[src/rtl/pop_router_if.sv]
// Handshake bundle between pop_router, the upstream input FIFO and the four
// downstream lane FIFOs.
interface pop_router_if #(
   parameter int DATA_SIZE = 10
);
   logic                 fifo_empty;
   logic [DATA_SIZE-1:0] data_out_pop;
   logic                 read;
   logic [3:0]           lane_pause;
   logic [DATA_SIZE-1:0] push_data;
   logic [3:0]           push;

   // The router drives the pop strobe and the lane write side.
   modport master (
      input  fifo_empty,
      input  data_out_pop,
      input  lane_pause,
      output read,
      output push_data,
      output push
   );

   modport slave (
      output fifo_empty,
      output data_out_pop,
      output lane_pause,
      input  read,
      input  push_data,
      input  push
   );
endinterface

[src/rtl/pop_router.sv]
// Pops words from the input FIFO, routes each to one of four lane FIFOs by its
// two top bits, stalls on the destination lane's pause and counts words per lane.
module pop_router #(
   parameter int DATA_SIZE = 10,
   parameter int CNT_SIZE  = 8
) (
   input  logic                clk,
   input  logic                reset,
   pop_router_if.master        bus,
   output logic                router_active,
   output logic [CNT_SIZE-1:0] cnt_lane0,
   output logic [CNT_SIZE-1:0] cnt_lane1,
   output logic [CNT_SIZE-1:0] cnt_lane2,
   output logic [CNT_SIZE-1:0] cnt_lane3
);

   typedef enum logic [1:0] {
      IDLE,
      FETCH,
      SEND
   } state_t;

   state_t               state;
   logic [DATA_SIZE-1:0] hold;
   logic [CNT_SIZE-1:0]  cnt [4];
   logic [1:0]           dest;
   logic                 dest_ready;
   logic                 read_c;
   logic [3:0]           push_c;

   assign dest       = hold[DATA_SIZE-1 -: 2];
   assign dest_ready = !bus.lane_pause[dest];

   // Strobes are combinational so a pause edge gates the push in the same
   // cycle; reset masks them so nothing leaves while the datapath is cleared.
   // NOTE: every output of this block gets a default first, so no latch is inferred.
   always_comb begin
      read_c = 1'b0;
      push_c = 4'b0000;
      if (!reset) begin
         case (state)
            IDLE: read_c = !bus.fifo_empty;
            SEND: begin
               if (dest_ready) begin
                  push_c[dest] = 1'b1;
                  read_c       = !bus.fifo_empty;
               end
            end
            default: ;
         endcase
      end
   end

   // NOTE: all state updates use non-blocking assignments so every register
   // samples pre-edge values regardless of statement order.
   always_ff @(posedge clk) begin
      if (reset) begin
         state <= IDLE;
         hold  <= '0;
         // NOTE: the counters are only four registers and the tester reads them
         // straight after reset, so each one is cleared explicitly.
         for (int i = 0; i < 4; i++) begin
            cnt[i] <= '0;
         end
      end else begin
         case (state)
            IDLE: begin
               if (read_c) state <= FETCH;
            end
            FETCH: begin
               hold  <= bus.data_out_pop;
               state <= SEND;
            end
            SEND: begin
               if (dest_ready) begin
                  cnt[dest] <= cnt[dest] + 1'b1;
                  state     <= bus.fifo_empty ? IDLE : FETCH;
               end
            end
            default: state <= IDLE;
         endcase
      end
   end

   assign bus.read      = read_c;
   assign bus.push      = push_c;
   assign bus.push_data = hold;
   assign router_active = (state != IDLE);

   assign cnt_lane0 = cnt[0];
   assign cnt_lane1 = cnt[1];
   assign cnt_lane2 = cnt[2];
   assign cnt_lane3 = cnt[3];

endmodule

[src/flat_wrapper.sv]
// flat-port wrapper written by rule: the top's interface ports become plain ports
module pop_router_flat 
#(
   parameter int DATA_SIZE = 10,
   parameter int CNT_SIZE  = 8
)
  (clk, reset, router_active, cnt_lane0, cnt_lane1, cnt_lane2, cnt_lane3, bus_fifo_empty, bus_data_out_pop, bus_lane_pause, bus_read, bus_push_data, bus_push);
  pop_router_if #(.DATA_SIZE(DATA_SIZE)) bus_i ();
  input  logic clk;
  input  logic reset;
  output logic router_active;
  output logic [CNT_SIZE-1:0] cnt_lane0;
  output logic [CNT_SIZE-1:0] cnt_lane1;
  output logic [CNT_SIZE-1:0] cnt_lane2;
  output logic [CNT_SIZE-1:0] cnt_lane3;
  input wire logic [$bits(bus_i.fifo_empty)-1:0] bus_fifo_empty;
  input wire logic [$bits(bus_i.data_out_pop)-1:0] bus_data_out_pop;
  input wire logic [$bits(bus_i.lane_pause)-1:0] bus_lane_pause;
  output wire logic [$bits(bus_i.read)-1:0] bus_read;
  output wire logic [$bits(bus_i.push_data)-1:0] bus_push_data;
  output wire logic [$bits(bus_i.push)-1:0] bus_push;
  assign bus_i.fifo_empty = bus_fifo_empty;
  assign bus_i.data_out_pop = bus_data_out_pop;
  assign bus_i.lane_pause = bus_lane_pause;
  assign bus_read = bus_i.read;
  assign bus_push_data = bus_i.push_data;
  assign bus_push = bus_i.push;
  pop_router #(.DATA_SIZE(DATA_SIZE), .CNT_SIZE(CNT_SIZE)) u_core (.clk(clk), .reset(reset), .bus(bus_i), .router_active(router_active), .cnt_lane0(cnt_lane0), .cnt_lane1(cnt_lane1), .cnt_lane2(cnt_lane2), .cnt_lane3(cnt_lane3));
endmodule
[config.mk]
export PLATFORM = sky130hd
export DESIGN_NAME = pop_router_flat
export DESIGN_NICKNAME = d
export VERILOG_FILES = /design/src/rtl/pop_router_if.sv /design/src/rtl/pop_router.sv /design/src/flat_wrapper.sv
export SDC_FILE = /design/constraint.sdc
export NUM_CORES = 1
export LEC_CHECK = 0
export CORE_ASPECT_RATIO = 2
export CORE_MARGIN = 1
export CORE_UTILIZATION = 49
export DETAILED_ROUTE_END_ITERATION = 10
export PLACE_DENSITY = 0.85
export SLEW_MARGIN = 20
export SYNTH_ARGS = -nofsm -noshare
export SYNTH_HDL_FRONTEND = slang
export SYNTH_SLANG_ARGS = --single-unit
export TNS_END_PERCENT = 20
[constraint.sdc]
create_clock -name clk -period 4.9 [get_ports clk]
set_input_delay 0.98 -clock clk [delete_from_list [all_inputs] [get_ports clk]]
set_output_delay 0.98 -clock clk [all_outputs]
set_load 0.05 [all_outputs]
; Yosys cells after proc, flatten, opt, wreduce, memory -nomap -nowiden
; Memory sizes are Yosys's and may differ from the RTL's. A register that Yosys moved wholly into a read port is not among the register bits.
; Index checks and enable logic that the tools add are counted.
[word_totals]
reg_bits = 12
mem_bits_rw = 32
out_inout_bits = 48
elab_cells = 41
memories = 1
[mem_list]
columns = name, words, word_bits, read_ports, rd_ports_with_merged_regs, wr, line_no
row1 = u_core.cnt, 4, 8, 5, 1, 4, pop_router.sv:25  ; logic [CNT_SIZE-1:0] cnt [4];
[classes]
addsub = 1
order_cmp = 2
n_eq_ne = 4
mux = 25
n_reduce_logical = 6
[op_table]
columns = op, n
row1 = 2-to-1 mux 1 bit, 12
row2 = 2-to-1 mux 4 bit, 3
row3 = 2-to-1 mux 2 bit, 5
row4 = "adder 8 x 1 -> 8 bit, second input constant", 1
row5 = 2-to-1 mux 8 bit, 1
row6 = OR reduction 8 bit, 1
row7 = case mux 2 bit (3 select lines), 1
row8 = "!= test 2 bit, second input constant", 2
row9 = "less-than comparator 2 x 3 -> 1 bit, second input constant", 1
row10 = binary-select mux 1 bit (select 2 bit), 1
row11 = demux 1 bit (select 2 bit), 1
row12 = "== test 2 x 1 -> 1 bit, second input constant", 1
row13 = "== test 2 bit, second input constant", 1
row14 = "greater-or-equal comparator 2 x 1 -> 1 bit, second input constant", 1
row15 = logical NOT 2 bit, 1
row16 = case mux 1 bit (2 select lines), 1
row17 = AND reduction 2 bit, 1
row18 = nonzero test 2 bit, 1
row19 = logical AND 1 bit, 1
row20 = logical NOT 1 bit, 1

; Logic depth before layout (Yosys ltp)
; Gate-level depths: netlist of the first run.
[logic_depth]
depth_word = 8
depth_mapped = 6
mapped_depth_nobuf = 5

; Worst setup path after synthesis of the first run
; Ideal clock, no wire load.
[synth_timing]
kind = input to output
from = input port bus_lane_pause[3]
to = output port bus_push[3]
arrival_time_ps = 2788
required_time_ps = 3920
setup_slack_ps = 1132
path_stages = 4
n_path_buf = 1
cell_sequence = mux4_2 or3_2 buf_2 nor2_1
[synth_via]
elab_chain_cells = 5
[synth_rtl]
columns = element, line_no
row1 = "start, declared", flat_wrapper.sv:18  ; input wire logic [$bits(bus_i.lane_pause)-1:0] bus_lane_pause;
row2 = binary-select mux 1 bit (select 2 bit), pop_router.sv:32  ; assign dest_ready = !bus.lane_pause[dest];
row3 = 2-to-1 mux 1 bit (not written as such), pop_router.sv:32
row4 = 2-to-1 mux 4 bit, pop_router.sv:44  ; if (dest_ready) begin
row5 = 2-to-1 mux 4 bit, pop_router.sv:41  ; case (state)
row6 = 2-to-1 mux 4 bit, pop_router.sv:40  ; if (!reset) begin
row7 = "end, declared", flat_wrapper.sv:21  ; output wire logic [$bits(bus_i.push)-1:0] bus_push;
; Every way passes these cells. The select of a mux whose other input is x is not followed.

; Worst setup path in the final report of the first run
; Same ends and word-level chain as after synthesis.

==> results of run 1 <==
-- cell type report --
class | instances | area [um^2] | area share [%]
repair buffers | 66 | 648 | 23.0
flip-flops and latches | 46 | 1240 | 44.1
clock buffers | 6 | 82.6 | 2.94
inverters | 6 | 22.5 | 0.801
well taps | 52 | 65.1 | 2.31
clock inverters | 2 | 12.5 | 0.445
multi-input cells | 107 | 741 | 26.3
-- power breakdown --
group	internal, mW	total, mW	switching [mW]
registers	0.431	0.444	0.0134
logic	0.0575	0.158	0.101
clock network	0.113	0.238	0.124
total	0.602	0.840	0.239
-- stage by stage --
step                      hold WS [ns]  util, %
final                            0.460     69.5
after global placement           0.442     67.2
after global routing             0.486     69.5
after detailed placement         0.448     67.2
after floorplan                  0.556        -
after CTS                        0.461     69.5
-- state kept, by name, summed over array words and instances, names as in the netlist, named ones only --
signal                flops
u_core.cnt               32
u_core.bus.push_data     10
u_core.state              2
-- path summary, 6_finish.rpt --
| path | end | slack (ns) |
|---|---|---|
| max reg2reg | u_core.cnt[0][6] | 2.16 |
| max | bus_push[3] | 0.46 |
| min | u_core.bus.push_data[7] | 0.46 |
| min reg2reg | u_core.bus.push_data[7] | 0.46 |
-- routing by layer --
layer  vias up  wire length (um)
met1       748              1590
met5         -                 0
met3         6               209
li1        731                 -
met2        72              2770
met4         0                82
-- worst max-delay path, stage by stage --
cell and delay [ns]:
clkdlybuf4s50_1 0.40, mux4_2 0.52, or3_2 0.61, nor2_1 0.14
clkdlybuf4s50_1 0.82
-- cell families (layout without fill, tap and decap cells) --
group,count (synthesis),count (layout),synth area share [%]
flip-flops,46,46,60.2
multiplexers,9,9,10.2
adder cells (fa/ha/maj),1,1,0.607
AND/OR/NAND/NOR,65,65,15.7
buffers and inverters,16,80,3.82
XOR/XNOR,3,3,1.28
AO/OA/AOI/OAI,29,29,8.14
-- layout by cell type (no fill, tap or decap), types with 2 or more instances in the layout --
cell	synthesis	final
edfxtp_1	32	32
nor2_2	4	4
a21oi_1	19	19
clkbuf_8	0	6
a21oi_2	4	4
o21ai_0	3	3
dfxtp_1	14	14
mux4_1	2	2
clkdlybuf4s50_1	0	61
buf_4	0	5
inv_1	6	6
a211oi_1	2	2
or2_2	3	3
mux4_2	7	7
nand3_1	3	3
nor2_1	15	15
nand2_1	27	27
xor2_1	2	2
or3_2	3	3
==> metrics, run 1 <==
cell area after placement=0.00272 mm^2; R2R depth=4; final cell count without fillers=285; Yosys reg bits=46; RSZ-0062 raised after global routing=no; Post-synth top cells=32 x edfxtp_1, 27 x nand2_1, 19 x a21oi_1; met1 track demand over resource=23.0%; worst hold path class=reg -> reg; post-CTS setup buffer count=0; I/O Buffers=64; die area=0.00448 mm^2; Max VDD drop=0.241 mV; htree depth=2; FP Rows=33; setup_tns=0 ns; most frequent cell after synthesis=edfxtp_1; # resized after CTS=0; Worst-Margin Slew=0.635 ns; Synth cell types=32; antenna violations before repair=0; vias in the first global route=1577; vias post-DR=1557; DP HPWL=3540 um; cells after synthesis=169; # fillers=328; total CTS buffers=5; largest net degree at the start of global routing=15; Diodes inserted=0; Critical Path Start=bus_lane_pause[3]; CP required=3.92 ns; Rel. slew slack=57.6%; fin nets=250; PwrDens=299 mW/mm^2; Yosys top cell by area=edfxtp_1; element type at the critical path start=primary input; Mapped Area=0.00206 mm^2; Syn Area/Cell=12.2 um^2; clk sinks=46; Die X=47.9 um; Layout Skew=0.00585 ns; WL final=4650 um; Yosys top cell area share=46.6%; initial DRC count=52; Area Growth Syn to Fin=36.5%; sequential area share after synthesis=60.2%; r2r startpoint=u_core.bus.push_data[8]; fmax=225 MHz; Initial Util=50.9%; Global Route Usage Sum=23.8%; Pwr Total=0.840 mW; CTS Root Buffer Type=clkbuf_8; DRT antenna net count=0; GPL Wtd Cong=0.774; clock tree buffer depth=2; Hold Buf Count CTS=0; crit path DAT=3.46 ns; Most used DFF post-synth=edfxtp_1; Critical Path Sink Type=output port; Cell Count Post-Placement=277; EDFF count, synth=32; final max-slew violation count=0; Tmin final=4.44 ns; Design Area, Final=0.00281 mm^2; drt first pass iters=4; largest cells by area after synthesis=edfxtp_1 47%, dfxtp_1 14%, mux4_2 7.7%; grt ovf=0; Leak=0.987 nW; num ports=65; crit path kind=in -> out; ys async rst share=0%; final hold vios=0; fin worst setup slack=0.456 ns; crit path max fanout=11; met2 Use GR=44.0%; Routed WL per cell=16.3 um; final count of negative-setup-slack endpoints=0; met3 Usage GRT=4.04%; syn nets=187; Most Crowded Layer GR=met2; Hold Path Origin=u_core.bus.push_data[7]; share of layout cells above drive strength 1=15.9%; height of the chip=93.7 um; DR DRC count=0; WHS Path Cells=2; Syn. warnings=0; max_cap viols=0; Final Cycle Share=90.7%; Clock Latency Late Sink=0.30 ns; outcome=complete, no violations; global-route wire length before repair=7300 um; core area=0.00405 mm^2; pre-CTS setup slack=0.467 ns; Reg clk slew, reported paths=0.08 ns; vias per cell=5.46; CTS tree=yes
Note: power is estimated with default switching activity, not from simulation.
==> run 2: changes to the inputs <==
- RECOVER_POWER: default -> 25
- clock period: 4.9 -> 5.3 ns (I/O delays scaled with it)
==> metrics, run 2 (synthesis gave the netlist of run 1 again) <==
crit path max-delay cell type=clkdlybuf4s50_1; max_cap viols=0 (unchanged); Max VDD drop=0.228 mV (-5.0%); fin nets=251 (+0.40%); WL final=4660 um (+0.24%); Diodes inserted=0 (unchanged); Global Route Usage Sum=23.3% (-0.55 points); Area Growth Syn to Fin=37.6%; antenna violations before repair=0 (unchanged); final count of negative-setup-slack endpoints=0 (unchanged); fin util=70.1% (+0.56 points); crit path kind=in -> out; clock tree buffer depth=2 (unchanged); CP required=4.24 ns (+0.32 ns); outcome=complete, no violations; Routed WL per cell=16.3 um (-0.11%); commonest non-fill, non-tap cell in the layout=clkdlybuf4s50_1; GPL Wtd Cong=0.765 (-1.1%); setup_tns=0 ns (unchanged); global-route wire length before repair=7250 um (-0.67%); Leak=1.02 nW (+3.6%); fin worst setup slack=0.442 ns (-0.0144 ns); die area=0.00448 mm^2 (unchanged); DP HPWL=3640 um (+2.7%); Reg clk slew, reported paths=0.08 ns (about the same); Hold Buf Count CTS=0 (unchanged); num ports=65 (unchanged); Die X=47.9 um (unchanged); vias in the first global route=1650 (+4.6%); Initial Util=50.9% (unchanged); CTS tree=yes; Clock Latency Late Sink=0.30 ns (about the same); Top reg by flops=u_core.cnt; height of the chip=93.7 um (unchanged); r2r startpoint=u_core.bus.push_data[8]; Largest stage delay, worst path=0.79 ns (-0.03 ns); DR DRC count=0 (unchanged); CTS Root Buffer Type=clkbuf_8; clk sinks=46 (unchanged); # resized after CTS=0 (unchanged); FP Rows=33 (unchanged); Critical Path Sink Type=output port; Worst Path Buf+Inv=3 (+1); crit path DAT=3.80 ns (+0.34 ns); max FFs per register=32 (unchanged); vias per cell=5.53 (+1.3%); DRT antenna net count=0 (unchanged); worst hold path class=reg -> reg; Worst-Margin Slew=0.664 ns (+0.0284 ns); grt ovf=0 (unchanged); final max-slew violation count=0 (unchanged); element type at the critical path start=primary input; RSZ-0062 raised after global routing=no; htree depth=2 (unchanged); most frequent cells in the layout=45 x clkdlybuf4s50_1, 32 x edfxtp_1, 27 x nand2_1, 19 x a21oi_1, 19 x dlygate4sd3_1; vias post-DR=1583 (+1.7%); pre-CTS setup slack=0.569 ns (+0.102 ns); crit path max fanout=9 (-2); I/O Buffers=64 (unchanged); PwrDens=284 mW/mm^2 (-4.8%); share of layout cells above drive strength 1=13.7% (-2.2 points); top cell family by delay on the critical path=buffers and inverters; fmax=206 MHz; largest net degree at the start of global routing=14 (-1); Final Cycle Share=91.7%; drt first pass iters=5 (+1); total CTS buffers=5 (unchanged); Hold Path Origin=u_core.bus.push_data[2]; Critical Path Start=bus_lane_pause[3]; Rel. slew slack=55.4% (-2.2 points); final hold vios=0 (unchanged); core area=0.00405 mm^2 (unchanged); initial DRC count=23 (-56%); Layout Skew=0.00587 ns (+0.0000146 ns); Tmin final=4.86 ns; post-CTS setup buffer count=0 (unchanged); cell breakdown of the critical path=dlygate4sd3_1 -> mux4_2 -> nand2b_4 -> or4b_4 -> inv_1 -> clkdlybuf4s50_1
## run 2: cell count changes in the layout (fill, tap and decap cells not counted), sizes merged
cell / before / now
dlygate4sd3: 0 / 19
clkdlybuf4s50: 61 / 45
buf: 5 / 2
clkbuf: 6 / 8
bufinv: 0 / 1
clkinv: 1 / 0
clkinvlp: 1 / 0
## run 2: metrics by stage
step	total power, mW	area (um^2)	instances	hold WS, ns
floorplan	0.512	2060	169	0.556
global placement	0.563	2730	278	0.441
detailed placement	0.566	2730	278	0.447
CTS	0.810	2840	286	0.456
global route	0.831	2840	286	0.485
finish	0.806	2840	286	0.454
## run 2: worst min-delay path: stages (launching register included)
cell     delay (ns)
dfxtp_1        0.31
nand2_1        0.05
a21oi_1        0.05
## run 2: final cells by class
cell class | count | area, um^2
inverters | 6 | 22.5
well taps | 52 | 65.1
multi-input cells | 107 | 741
flip-flops and latches | 46 | 1240
repair buffers | 67 | 659
clock buffers | 7 | 76.3
clock inverters | 1 | 30.0
fillers | 336 | 1210
## run 2: worst paths after layout
check | to | slack [ns] | cells after the start
max | bus_push[2] | 0.44 | 6
min | u_core.bus.push_data[2] | 0.45 | 2
max reg2reg | u_core.cnt[2][6] | 2.64 | 4
min reg2reg | u_core.bus.push_data[2] | 0.45 | 2
## run 2: metal layers
layer / global-route usage [%] / share of wire, % / vias up
li1: - / - / 737
met1: 20.8 / 33 / 762
met2: 43.1 / 60 / 72
met3: 5.38 / 5.3 / 12
met4: 12.0 / 2.1 / 0
met5: 0 / 0 / -
## run 2: report_power, final
| part | internal, mW | total (mW) | switching [mW] | leakage, nW |
|---|---|---|---|---|
| logic | 0.0508 | 0.144 | 0.0929 | 0.525 |
| clock network | 0.141 | 0.252 | 0.111 | 0.0524 |
| registers | 0.398 | 0.410 | 0.0123 | 0.445 |
==> run 3: changes to the inputs <==
- CTS_BUF_LIST: default -> sky130_fd_sc_hd__clkbuf_16
==> metrics, run 3 (synthesis gave the netlist of run 1 again) <==
vias per cell=5.50 (-0.69%); Leak=1.06 nW (+3.3%); Critical Path Sink Type=output port; Area Growth Syn to Fin=40.3%; Largest stage delay, worst path=0.79 ns (about the same); htree depth=2 (unchanged); Tmin final=4.86 ns (+0.00483 ns); Diodes inserted=0 (unchanged); met3 Usage GRT=5.58% (+0.19 points); RSZ-0062 raised after global routing=no; PwrDens=310 mW/mm^2 (+9.1%); outcome=complete, no violations; cell area after placement=0.00273 mm^2 (unchanged); Reg clk slew, reported paths=0.06 ns (-0.02 ns); CTS tree=yes; fin nets=251 (unchanged); element type at the critical path start=primary input; met1 track demand over resource=21.9% (+1.1 points); share of layout cells above drive strength 1=13.7% (unchanged); crit path max-delay cell type=clkdlybuf4s50_1; met2 Use GR=45.6% (+2.5 points); DP HPWL=3640 um (unchanged); Final Cycle Share=91.8% (about the same); global-route wire length before repair=7560 um (+4.2%); worst hold path class=reg -> reg; CTS Root Buffer Type=clkbuf_16; Top reg by flops=u_core.cnt; Die X=47.9 um (unchanged); vias post-DR=1572 (-0.69%); final hold vios=0 (unchanged); worst hold margin=0.449 ns (-0.00446 ns); Hold Buf Count CTS=0 (unchanged); Global Route Usage Sum=24.9% (+1.6 points); most frequent cells in the layout=45 x clkdlybuf4s50_1, 32 x edfxtp_1, 27 x nand2_1, 19 x a21oi_1, 19 x dlygate4sd3_1; antenna violations before repair=0 (unchanged); num ports=65 (unchanged); grt ovf=0 (unchanged); drt first pass iters=4 (-1); max FFs per register=32 (unchanged); height of the chip=93.7 um (unchanged); Layout Skew=0.00307 ns (-0.00280 ns); largest net degree at the start of global routing=14 (unchanged); Rel. slew slack=53.9% (-1.5 points); crit path kind=in -> out; setup_tns=0 ns (unchanged); fmax=206 MHz (about the same); CP required=4.24 ns (about the same); Routed WL per cell=17.0 um (+4.7%); Worst-Margin Slew=0.686 ns (+0.0224 ns); commonest non-fill, non-tap cell in the layout=clkdlybuf4s50_1; # resized after CTS=0 (unchanged); DRT antenna net count=0 (unchanged); I/O Buffers=64 (unchanged); final count of negative-setup-slack endpoints=0 (unchanged); max_cap viols=0 (unchanged); core area=0.00405 mm^2 (unchanged); Most Crowded Layer GR=met2; post-CTS setup buffer count=0 (unchanged); total CTS buffers=5 (unchanged); Initial Util=50.9% (unchanged); crit path DAT=3.80 ns (about the same); clock tree buffer depth=2 (unchanged); WL final=4870 um (+4.7%); vias in the first global route=1641 (-0.55%); cell breakdown of the critical path=dlygate4sd3_1 -> mux4_2 -> nand2b_4 -> or4b_4 -> inv_1 -> clkdlybuf4s50_1; DR DRC count=0 (unchanged); Max VDD drop=0.240 mV (+4.9%); initial DRC count=30 (+30%); crit path max fanout=9 (unchanged); final max-slew violation count=0 (unchanged); Clock Latency Late Sink=0.28 ns (-0.02 ns); Design Area, Final=0.00289 mm^2 (+2.0%); FP Rows=33 (unchanged); die area=0.00448 mm^2 (unchanged); Pwr Total=0.897 mW (+11%); clk sinks=46 (unchanged); GPL Wtd Cong=0.765 (unchanged); flop-to-flop setup slack=2.64 ns (about the same)
==> run 3: metal layers <==
| layer | up-vias | wire, um |
|---|---|---|
| met5 | - | 0 |
| met4 | 0 | 157 |
| met3 | 14 | 246 |
| met2 | 76 | 2970 |
| met1 | 746 | 1500 |
| li1 | 736 | - |
==> run 3: power breakdown <==
part | switching, mW | total [mW] | internal, mW
registers | 0.0127 | 0.411 | 0.399
clock network | 0.122 | 0.341 | 0.219
logic | 0.0934 | 0.144 | 0.0509
total | 0.228 | 0.897 | 0.669
==> run 3: cell type report <==
type / count / area [um^2]
inverters: 6 / 22.5
clock buffers: 5 / 125
multi-input cells: 107 / 741
well taps: 52 / 65.1
fillers: 317 / 1150
clock inverters: 3 / 37.5
flip-flops and latches: 46 / 1240
repair buffers: 67 / 659
==> run 3: worst paths after layout <==
check | start | to | cells past startpoint
setup / recovery | bus_lane_pause[3] | bus_push[2] | 6
hold / removal | u_core.bus.push_data[2] | u_core.bus.push_data[2] | 2
setup reg to reg | u_core.bus.push_data[8] | u_core.cnt[2][6] | 4
hold reg to reg | u_core.bus.push_data[2] | u_core.bus.push_data[2] | 2
==> run 3: critical path: cells and delay by family <==
kind	cells	cell delay, ns
buffers and inverters	3	1.41
and+or+nand+nor	2	0.81
muxes	1	0.52
==> run 3: through the flow <==
step / setup slack [ns] / util, % / std cells
floorplan: 1.37 / - / 169
global placement: 0.603 / 67.5 / 278
detailed placement: 0.569 / 67.5 / 278
CTS: 0.564 / 71.6 / 286
global route: 0.383 / 71.5 / 286
finish: 0.437 / 71.5 / 286
